**src/rtl/sync_fifo_param.sv**
```systemverilog
// sync_fifo_param: single-clock FIFO with storage, parametrised in width and depth.
// The read data is registered. A read and a write can happen in the same cycle,
// including a write into a full FIFO while a read drains it. The block provides
// almost-full/almost-empty thresholds, an occupancy count, and one-cycle
// overflow/underflow pulses for rejected requests.
module sync_fifo_param #(
  parameter int DATA_W    = 8,
  parameter int DEPTH     = 16,
  parameter int AFULL_TH  = DEPTH - 2,
  parameter int AEMPTY_TH = 2,
  localparam int AW       = $clog2(DEPTH),
  localparam int CW       = AW + 1
) (
  input  logic              clk_i,
  input  logic              rst_ni,
  input  logic              wr_i,
  input  logic [DATA_W-1:0] din_i,
  input  logic              rd_i,
  output logic [DATA_W-1:0] dout_o,
  output logic              full_o,
  output logic              empty_o,
  output logic              almost_full_o,
  output logic              almost_empty_o,
  output logic [CW-1:0]     count_o,
  output logic              overflow_o,
  output logic              underflow_o
);

  // Storage is deliberately left without a reset. Reads only ever return
  // words that were written after the last reset.
  logic [DATA_W-1:0] mem_q [DEPTH];

  // The pointers carry one extra bit beyond the address.
  // Their difference therefore equals the occupancy, modulo 2*DEPTH.
  logic [CW-1:0]     wptr_q, wptr_d;
  logic [CW-1:0]     rptr_q, rptr_d;
  logic [CW-1:0]     count_q, count_d;
  logic [DATA_W-1:0] dout_q, dout_d;
  logic              overflow_q, overflow_d;
  logic              underflow_q, underflow_d;
  logic              rd_ok, wr_ok;

  // Flags decode from the registered count only. They never depend on this cycle's requests.
  assign count_o        = count_q;
  assign full_o         = (count_q == CW'(DEPTH));
  assign empty_o        = (count_q == '0);
  assign almost_full_o  = (count_q >= CW'(AFULL_TH));
  assign almost_empty_o = (count_q <= CW'(AEMPTY_TH));
  assign dout_o         = dout_q;
  assign overflow_o     = overflow_q;
  assign underflow_o    = underflow_q;

  // Accept decode: when full, a write gets in only if a read frees a slot in the same cycle.
  always_comb begin
    rd_ok = rd_i & ~empty_o;
    wr_ok = wr_i & (~full_o | rd_ok);
  end

  // Next-state computation for the pointers, count, read data and error pulses.
  always_comb begin
    wptr_d      = wptr_q;
    rptr_d      = rptr_q;
    count_d     = count_q;
    dout_d      = dout_q;
    overflow_d  = wr_i & ~wr_ok;
    underflow_d = rd_i & ~rd_ok;
    if (wr_ok) begin
      wptr_d = wptr_q + CW'(1);
    end
    if (rd_ok) begin
      rptr_d = rptr_q + CW'(1);
      dout_d = mem_q[rptr_q[AW-1:0]];
    end
    case ({wr_ok, rd_ok})
      2'b10:   count_d = count_q + CW'(1);
      2'b01:   count_d = count_q - CW'(1);
      default: count_d = count_q;
    endcase
  end

  // Control state register. An asynchronous reset discards every stored word.
  always_ff @(posedge clk_i or negedge rst_ni) begin
    if (!rst_ni) begin
      wptr_q      <= '0;
      rptr_q      <= '0;
      count_q     <= '0;
      dout_q      <= '0;
      overflow_q  <= 1'b0;
      underflow_q <= 1'b0;
    end else begin
      wptr_q      <= wptr_d;
      rptr_q      <= rptr_d;
      count_q     <= count_d;
      dout_q      <= dout_d;
      overflow_q  <= overflow_d;
      underflow_q <= underflow_d;
    end
  end

  // Storage write port. There is no bypass, so a word written this cycle is readable from the next one.
  always_ff @(posedge clk_i) begin
    if (wr_ok) begin
      mem_q[wptr_q[AW-1:0]] <= din_i;
    end
  end

  // Structural invariants relating the count to the pointers and to the flags.
  a_count_matches_ptrs : assert property (@(posedge clk_i) disable iff (!rst_ni)
    count_q == CW'(wptr_q - rptr_q));
  a_not_full_and_empty : assert property (@(posedge clk_i) disable iff (!rst_ni)
    !(full_o && empty_o));
  a_count_bounded : assert property (@(posedge clk_i) disable iff (!rst_ni)
    count_q <= CW'(DEPTH));

endmodule

```
**config.mk**
```make
export PLATFORM = sky130hd
export DESIGN_NAME = sync_fifo_param
export DESIGN_NICKNAME = d
export VERILOG_FILES = /design/src/rtl/sync_fifo_param.sv
export SDC_FILE = /design/constraint.sdc
export NUM_CORES = 1
export LEC_CHECK = 0
export ABC_CLOCK_PERIOD_IN_PS = 2900
export CORE_UTILIZATION = 39
export DETAILED_ROUTE_END_ITERATION = 10
export MAX_ROUTING_LAYER = met4
export PLACE_DENSITY = 0.61
export REMOVE_ABC_BUFFERS = 1
export SLEW_MARGIN = 5
export SYNTH_ARGS = -nofsm -noshare
export SYNTH_HDL_FRONTEND = slang
export SYNTH_SLANG_ARGS = --single-unit
```
**constraint.sdc**
```tcl
create_clock -name clk_i -period 2.9 [get_ports clk_i]
set_input_delay 0.435 -clock clk_i [delete_from_list [all_inputs] [get_ports clk_i]]
set_output_delay 0.435 -clock clk_i [all_outputs]
set_load 0.05 [all_outputs]
```
After elaboration in Yosys (flattened, before gate mapping)
Memories as Yosys holds them, arrays and structs flattened. A register that Yosys moved wholly into a read port is not among the register bits.
Cells that the tools add are included.
{"block": "op_classes", "add_sub_neg": 4, "order_cmp": 2, "n_mux": 3, "bitwise_logic": 9, "reduce_logical": 3, "eq_ne": 3}
{"cell": "adder 5 x 1 -> 5 bit (second input constant)", "n": 3}
{"cell": "case mux 5 bit (2 select lines)", "n": 1}
{"cell": "== test 5 bit (second input constant)", "n": 1}
{"cell": ">= comparator 5 x 4 -> 1 bit (second input constant)", "n": 1}
{"cell": "less-or-equal comparator 5 x 2 -> 1 bit (second input constant)", "n": 1}
{"cell": "logical NOT 5 bit", "n": 1}
{"cell": "subtractor 5 x 1 -> 5 bit (second input constant)", "n": 1}
{"cell": "AND 1 bit", "n": 4}
{"cell": "inverter 1 bit", "n": 4}
{"cell": "== test 2 x 1 -> 1 bit (second input constant)", "n": 1}
{"cell": "== test 2 bit (second input constant)", "n": 1}
{"cell": "two-way mux 1 bit", "n": 2}
{"cell": "nonzero test 2 bit", "n": 1}
{"cell": "logical NOT 1 bit", "n": 1}
{"cell": "bitwise OR 1 bit", "n": 1}
{"block": "totals", "inputBits": 12, "reg_bits": 17, "mem_count": 1, "ram_bits": 128, "elab_cells": 30, "out_inout_bits": 19}
{"memory": "mem_q", "depth": 16, "word_bits": 8, "read_ports": 1, "rd_ports_with_merged_regs": 1, "wr": 1, "line_no": "31", "text": "logic [DATA_W-1:0] mem_q [DEPTH];"}

Logic depth before layout (Yosys ltp)
Gate-level depths: netlist of run 1.
{"block": "depth", "depth_word": 7, "ltp_mapped": 9, "depth_no_buf": 9}

Worst setup path before layout of run 1
OpenSTA, ideal clock, no wires.
{"block": "synth_timing", "path_kind": "register to register", "startpoint": "register count_q[4], in the netlist count_o[4]", "endpoint": "register count_q[3], in the netlist count_o[3]", "arrival_time_ns": 2.520, "required_time_ns": 2.775, "n_path_buf": 0, "setup_time_ns": 0.125, "period_less_slack_ns": 2.646, "slack_ns": 0.254, "path_stages_with_launch": 10, "path_cell_list": "dfrtp_1 -> or3_4 -> o31a_1 -> nand2_1 -> inv_1 -> ha_1 -> a21o_1 -> a21oi_1 -> xnor2_1 -> mux2_4"}
{"block": "synth_via", "elab_chain_cells": 7, "elab_cells_between_ends": 11, "classes_between": "3 x eq/ne; 1 x mux; 5 x bitwise; 2 x reduce/logical"}
{"item": "start: declaration", "line_no": "37", "text": "logic [CW-1:0] count_q, count_d;"}
{"item": "start signal: assignment", "line_no": "93", "text": "count_q <= count_d;"}
{"item": "logical NOT 5 bit", "line_no": "46", "text": "assign empty_o = (count_q == '0);"}
{"item": "inverter 1 bit", "line_no": "55", "text": "rd_ok = rd_i & ~empty_o;"}
{"item": "AND 1 bit", "line_no": "55"}
{"item": "bitwise OR 1 bit", "line_no": "56", "text": "wr_ok = wr_i & (~full_o | rd_ok);"}
{"item": "AND 1 bit", "line_no": "56"}
{"item": "== test 2 x 1 -> 1 bit or == test 2 bit (tied branches)", "line_no": "74", "text": "case ({wr_ok, rd_ok})"}
{"item": "case mux 5 bit (2 select lines) or nonzero test 2 bit (tied branches)"}
Several ways; a longest one is shown, not always the timed one.
A chain may end at the register's enable or synchronous reset.

Worst setup path in the final report of run 1
{"block": "layout_timing", "startpoint": "register count_q[4], in the netlist count_o[4]", "endpoint": "output empty_o"}
{"block": "layout_via", "elab_chain_cells": 1}
{"item": "logical NOT 5 bit", "line_no": "46"}
{"item": "end: declaration", "line_no": "21", "text": "output logic empty_o,"}
No other way between the ends.

==> results.py, run 1 <==
metrics = {
    "floorplanning": {
        "die-area_mm2": 0.0162,
        "num_io_pins": 31,
        "core-area_mm2": 0.0153,
        "chipWidth_um": 127,
        "dieHeight_um": 127,
        "initial_utilization": 0.401,
        "rows": 45,
    },
    "clock_tree": {
        "clk_pin_slew_worst_paths_ps": 60,
        "cts_tree": "yes",
        "post_cts_buffers": 0,
        "clock-sinks": 151,
        "clk_latency_ps": 420,
        "htreeDepth": 4,
        "numCtsBuffers": 17,
        "cts_buffer_depth": 2,
        "cts.root.buffer_cell": "clkbuf_16",
    },
    "final_layout": {
        "n_antenna_cell": 0,
        "stdcell_area_mm2": 0.00733,
        "fillers": 1276,
        "drive_above_1_share": 0.225,
        "post-route-util": 0.480,
        "final_nets": 400,
        "area_delta_synth_final_pct": 19.6,
    },
    "setup_path": {
        "worst-endpoint-arrival_ps": 2320,
        "cp_cell_sequence": "or3_4 -> nor3_1 -> clkdlybuf4s50_1",
        "critPathKind": "flop to output pin",
        "cp_top_family": "buffers and inverters",
        "cp.depth": 3,
        "cp-start-kind": "flop",
        "r2r_slack_ps": 380,
        "cp_slowest_cell": "clkdlybuf4s50_1",
        "worstPathRequired_ps": 2470,
        "reg2regPathDepth": 9,
        "cp_slowest_stage_delay_ps": 830,
        "path_buf_inv": 1,
        "end_kind": "output pin",
        "cp_max_fo": 7,
    },
    "logic_synthesis": {
        "synth.distinct_cells": 38,
        "yosys_warnings": 0,
        "ys_seq_elements": 151,
        "synth_area_per_cell_um2": 18.9,
        "netlist_area_mm2": 0.00613,
        "synth_edf_count": 128,
        "seq_area_frac_synth": 0.721,
        "synthArstFlopShare": 0.152,
        "ys.flop_type": "edfxtp_1",
        "syn_inst": 324,
    },
    "power": {
        "leakage_nw": 2.53,
        "power_frac_seq": 0.397,
        "power.density_mw_per_mm2": 1020,
        "switchingPower_mw": 2.50,
        "combPwrFrac": 0.333,
        "intPower_mw": 4.95,
        "ir_worst_vdd_mv": 0.711,
        "swShare": 0.335,
        "p_clk_frac": 0.270,
    },
    "placement": {
        "gp_congestion": 0.856,
        "place_area_mm2": 0.00679,
        "pre_cts_slack_ps": 299,
        "dp_hpwl_mm": 7.62,
        "io_buffers": 30,
    },
    "timing": {
        "finalHoldViolations": 0,
        "setup_slack_ps": 144,
        "min_period_ps": 2760,
        "tightest_slew_ps": 628,
        "max_slew_margin": 0.582,
        "clock_skew_ps": 8.77,
        "post-route-period-util": 0.950,
        "setup_viol": 0,
        "fin_tns_setup_ps": 0,
        "rsz0062_at_grt": "false",
        "finalMaxSlewViolations": 0,
        "fmax_ghz": 0.363,
    },
    "grt": {
        "overflow": 0,
        "grt_max_degree": 35,
        "track_usage": 0.169,
        "grt_pass1_vias": 3327,
        "grt_first_pass_wirelength_mm": 19.0,
        "antenna_found_initial": 0,
    },
    "routing": {
        "antenna_left": 0,
        "wl_per_cell_um": 19.9,
        "drt-initial-drc-count": 155,
        "first_pass_iters": 4,
        "routed_wl_mm": 12.0,
        "drc": 0,
        "vias_per_cell": 5.09,
        "vias": 3065,
    },
    "hold_path": {
        "hp-class": "input port to async pin",
    },
    "run": {
        "maxCapViolations": 0,
    },
    "outcome": {
        "status": "complete, no violations",
    },
}
[final timing paths]
kind / start / endpoint
setup / recovery: count_o[4] / empty_o
hold / removal: rst_ni / count_o[3]
setup reg to reg: count_o[4] / count_o[4]
hold reg to reg: dout_o[0] / dout_o[0]
max in group asynchronous: rst_ni / dout_o[3]
min in group clk_i: dout_o[0] / dout_o[0]
[worst reg2reg max path, cell delays in order (launching register included)]
cell and delay, ps:
dfrtp_1 470, or3_4 460, o31a_1 260, nand2_1 110, inv_1 90, ha_1 330, nor2b_1 140, o21ai_0 220
a311oi_1 140, nand3b_1 170
[synth_stat cells (2+ instances only)]
master | instances | share of area
o221ai_1 | 7 | 0.010
mux2_4 | 3 | 0.0074
ha_1 | 8 | 0.016
nor3_1 | 6 | 0.0049
nor2b_1 | 2 | 0.0020
mux4_2 | 32 | 0.12
inv_1 | 7 | 0.0043
dfrtp_1 | 23 | 0.094
buf_2 | 12 | 0.0098
nand2_1 | 20 | 0.012
nand4_1 | 2 | 0.0020
xnor2_1 | 9 | 0.013
edfxtp_1 | 128 | 0.63
nand3_1 | 2 | 0.0016
a311oi_1 | 2 | 0.0029
buf_1 | 2 | 0.0012
nor2_1 | 16 | 0.0098
a21oi_1 | 3 | 0.0025
o21ai_0 | 3 | 0.0025
mux2i_1 | 16 | 0.026
nand2b_1 | 4 | 0.0041
[routing by layer]
metal / vias to the layer above / share of wire / global-route usage
met5: - / 0 / -
met4: 0 / 0.0088 / 0.0462
met3: 10 / 0.037 / 0.0456
met2: 60 / 0.50 / 0.278
met1: 1594 / 0.46 / 0.208
li1: 1401 / - / -
[timing repair]
action,4_1_cts,5_1_grt
hold buffers,0,0
gates resized for setup,0,1
endpoints found under the setup margin,0,1
[layout make-up]
class                      instances  area (um2)  area share
clock inverter                    12         101      0.0138
tap                              211         264      0.0360
sequential                       151        4420       0.603
clock buffer                      19         433      0.0591
inverter                           8        30.0     0.00410
timing repair buffer              52         480      0.0656
multi-input combinational        149        1600       0.218
[state kept, by name (all words and copies together), names as in the netlist]
register,flops
mem_q,128
wptr_q,4
underflow_o,1
count_o,5
rptr_q,4
overflow_o,1
dout_o,8
[cells by family after synthesis]
kind of cell    count (synthesis)  share of synthesized area
fa+ha+maj                       9                     0.0196
simple gates                   58                     0.0464
flops                         151                      0.721
buf+inv                        24                     0.0178
mux                            51                      0.151
xor+xnor                        9                     0.0129
compound gates                 22                     0.0308
[power by group through the flow]
stage	combinational, mW	sequential, mW	clock (mW)
floorplan	1.23	3.45	0
global route	2.69	3.00	2.12
detailed placement	2.53	3.00	0
global placement	2.49	2.99	0
finish	2.48	2.96	2.01
CTS	2.54	2.96	2.05
[through the flow]
| step | cells | hold WS (ps) | power, mW |
|---|---|---|---|
| 2_1_floorplan | 308 | 139 | 4.68 |
| 3_3_place_gp | 571 | 502 | 5.48 |
| 3_5_place_dp | 571 | 503 | 5.53 |
| 4_1_cts | 602 | 388 | 7.55 |
| 5_1_grt | 602 | 403 | 7.81 |
| 6_report | 602 | 383 | 7.45 |
[cells in the final DEF (no fill, tap or decap), types with 2 or more instances in the layout]
cell type and instances:
nor3_1 6, clkbuf_1 2, o221ai_1 7, mux4_2 32, nand2b_1 4, o21ai_0 3, xnor2_1 9, edfxtp_1 128
mux2_4 3, dfrtp_1 23, clkbuf_16 17, clkinv_1 3, inv_1 7, nor2_1 16, mux2i_1 16, nor2b_1 2
buf_4 21, a311oi_1 2, nand3_1 2, nand2_1 20, inv_6 3, nand4_1 2, clkinvlp_4 2, ha_1 8
clkinv_2 2, a21oi_1 3, clkdlybuf4s50_1 29
Power figures use the tool's default switching activity.
==> run 2, diff against run 1 <==
CORE_UTILIZATION = 59   (was 39)
PLACE_DENSITY = 0.83   (was 0.61)
==> results.py, run 2 (same netlist as run 1, synthesis figures left out) <==
metrics = {
    "final_layout": {
        "area_delta_synth_final_pct": 18.0,
        "layout_common_cells": "128 x edfxtp_1, 32 x mux4_2, 27 x clkdlybuf4s50_1, 26 x buf_4, 23 x dfrtp_1",
        "largest_reg_flops": 128,
        "fillers": 573,
        "n_antenna_cell": 0,
        "drive_above_1_share": 0.240,
        "stdcell_count": 529,
        "final_common_cell": "edfxtp_1",
        "final_nets": 404,
    },
    "grt": {
        "track_usage": 0.243,
        "grt_pass1_vias": 3274,
        "overflow": 0,
        "grt_first_pass_wirelength_mm": 18.3,
        "antenna_found_initial": 0,
        "grt_max_degree": 27,
    },
    "timing": {
        "min_period_ps": 2540,
        "finalHoldViolations": 0,
        "tightest_slew_ps": 650,
        "max_slew_margin": 0.566,
        "rsz0062_at_grt": "false",
        "post-route-period-util": 0.876,
        "fmax_ghz": 0.394,
        "finalMaxSlewViolations": 0,
        "setup_viol": 0,
        "clock_skew_ps": 7.74,
        "fin_tns_setup_ps": 0,
    },
    "power": {
        "power_frac_seq": 0.401,
        "switchingPower_mw": 2.52,
        "total_power_mw": 7.37,
        "swShare": 0.342,
        "ir_worst_vdd_mv": 0.541,
        "power.density_mw_per_mm2": 1020,
        "p_clk_frac": 0.257,
        "leakage_nw": 2.58,
        "intPower_mw": 4.85,
        "combPwrFrac": 0.342,
    },
    "setup_path": {
        "cp_slowest_cell": "dfrtp_1",
        "critPathKind": "flop to flop",
        "crit_start": "count_o[3]",
        "cp_cell_sequence": "or3_4 -> o31a_1 -> nand2_1 -> inv_1 -> ha_1 -> nor2b_1 -> o21ai_0 -> a311oi_1 -> nand3b_1",
        "cp-start-kind": "flop",
        "r2r-end": "count_o[4]",
        "reg2regPathDepth": 9,
        "cp_max_fo": 6,
        "worstPathRequired_ps": 3290,
        "end_kind": "flop",
        "r2r_slack_ps": 360,
        "endpoint": "count_o[4]",
        "r2r-start": "count_o[3]",
        "worst-endpoint-arrival_ps": 2930,
        "cp_slowest_stage_delay_ps": 480,
    },
    "clock_tree": {
        "htreeDepth": 4,
        "cts.root.buffer_cell": "clkbuf_8",
        "cts_buffer_depth": 2,
        "numCtsBuffers": 17,
        "clk_latency_ps": 520,
        "cts_tree": "yes",
        "clk_pin_slew_worst_paths_ps": 60,
        "clock-sinks": 151,
    },
    "routing": {
        "drc": 0,
        "vias_per_cell": 6.12,
        "first_pass_iters": 5,
        "drt-initial-drc-count": 239,
        "wl_per_cell_um": 21.8,
        "vias": 3237,
        "antenna_left": 0,
        "routed_wl_mm": 11.6,
    },
    "floorplanning": {
        "core-area_mm2": 0.00991,
        "dieHeight_um": 104,
        "chipWidth_um": 104,
        "num_io_pins": 31,
        "initial_utilization": 0.618,
        "die-area_mm2": 0.0108,
        "rows": 36,
    },
    "placement": {
        "dp_hpwl_mm": 7.42,
        "place_inst": 497,
        "io_buffers": 30,
        "gp_congestion": 0.844,
    },
    "outcome": {
        "status": "complete, no violations",
    },
    "run": {
        "maxCapViolations": 0,
    },
    "hold_path": {
        "hp-class": "input port to async pin",
    },
}
run 2: changes by cell type in the layout (fill, tap and decap cells not counted), sizes merged:
cell / before / now
buf: 22 / 26
clkdlybuf4s50: 29 / 27
clkinv: 6 / 8
dlymetal6s2s: 1 / 3
inv: 11 / 13
bufinv: 1 / 0
clkbuf: 19 / 18
clkinvlp: 2 / 1
run 2: power by group through the flow:
stage	Clock [mW]	Sequential, mW	Combinational [mW]
global placement	0	2.97	2.46
global route	2.02	2.99	2.70
detailed placement	0	2.99	2.52
floorplan	0	3.45	1.23
CTS	1.92	2.96	2.55
finish	1.89	2.95	2.52
run 2: worst min-delay path by stage:
stage	endpoint	slack [ps]	depth (start not counted)
finish	wptr_q[0]	280	2
floorplan	count_o[0]	140	0
global route	rptr_q[2]	300	2
global placement	dout_o[6]	470	2
detailed placement	dout_o[6]	470	2
CTS	count_o[4]	280	2
run 2: final cells by class:
type | instances | area (um2) | area share
clock inverters | 14 | 96.3 | 0.0133
clock buffers | 18 | 418 | 0.0578
well taps | 133 | 166 | 0.0230
repair buffers | 56 | 503 | 0.0696
multi-input cells | 149 | 1600 | 0.221
flip-flops and latches | 151 | 4420 | 0.611
inverters | 8 | 30.0 | 0.00415
run 2: what timing repair did:
| action | CTS | global route |
|---|---|---|
| hold buffers | 0 | 0 |
| setup buffers | 0 | 0 |
| setup endpoints to repair | 0 | 3 |
| gates resized for setup | 0 | 3 |
run 2: layer usage:
| layer | up-vias | routed length (um) | GRT usage | share of wire |
|---|---|---|---|---|
| met5 | - | 0 | - | 0 |
| met4 | 0 | 169 | 0.0888 | 0.015 |
| met3 | 22 | 890 | 0.0564 | 0.077 |
| met2 | 145 | 5880 | 0.367 | 0.51 |
| met1 | 1663 | 4620 | 0.330 | 0.40 |
| li1 | 1407 | - | - | - |
run 2: worst max-delay path, delay by kind of cell, from the launching register on:
family	cells	cell delay, ps
adders and majority gates	1	330
buffers and inverters	1	90
AOI/OAI and AO/OA	3	630
and+or+nand+nor	4	880
DFF	1	480
run 2: stage by stage:
stage                     instance area (um2)  hold WS [ps]  worst slack [ps]   util
after detailed placement                 6710           475               324  0.677
after CTS                                7220           276              23.6  0.729
final                                    7230           279               360  0.730
after floorplan                          6050           139               253      -
after global routing                     7230           303               165  0.730
after global placement                   6710           469               412  0.677
==> run 3, diff against run 2 <==
CAP_MARGIN = 20   (was default)
==> results of run 3 <==
Final layout, timing and power as in run 2 (identical DEF).
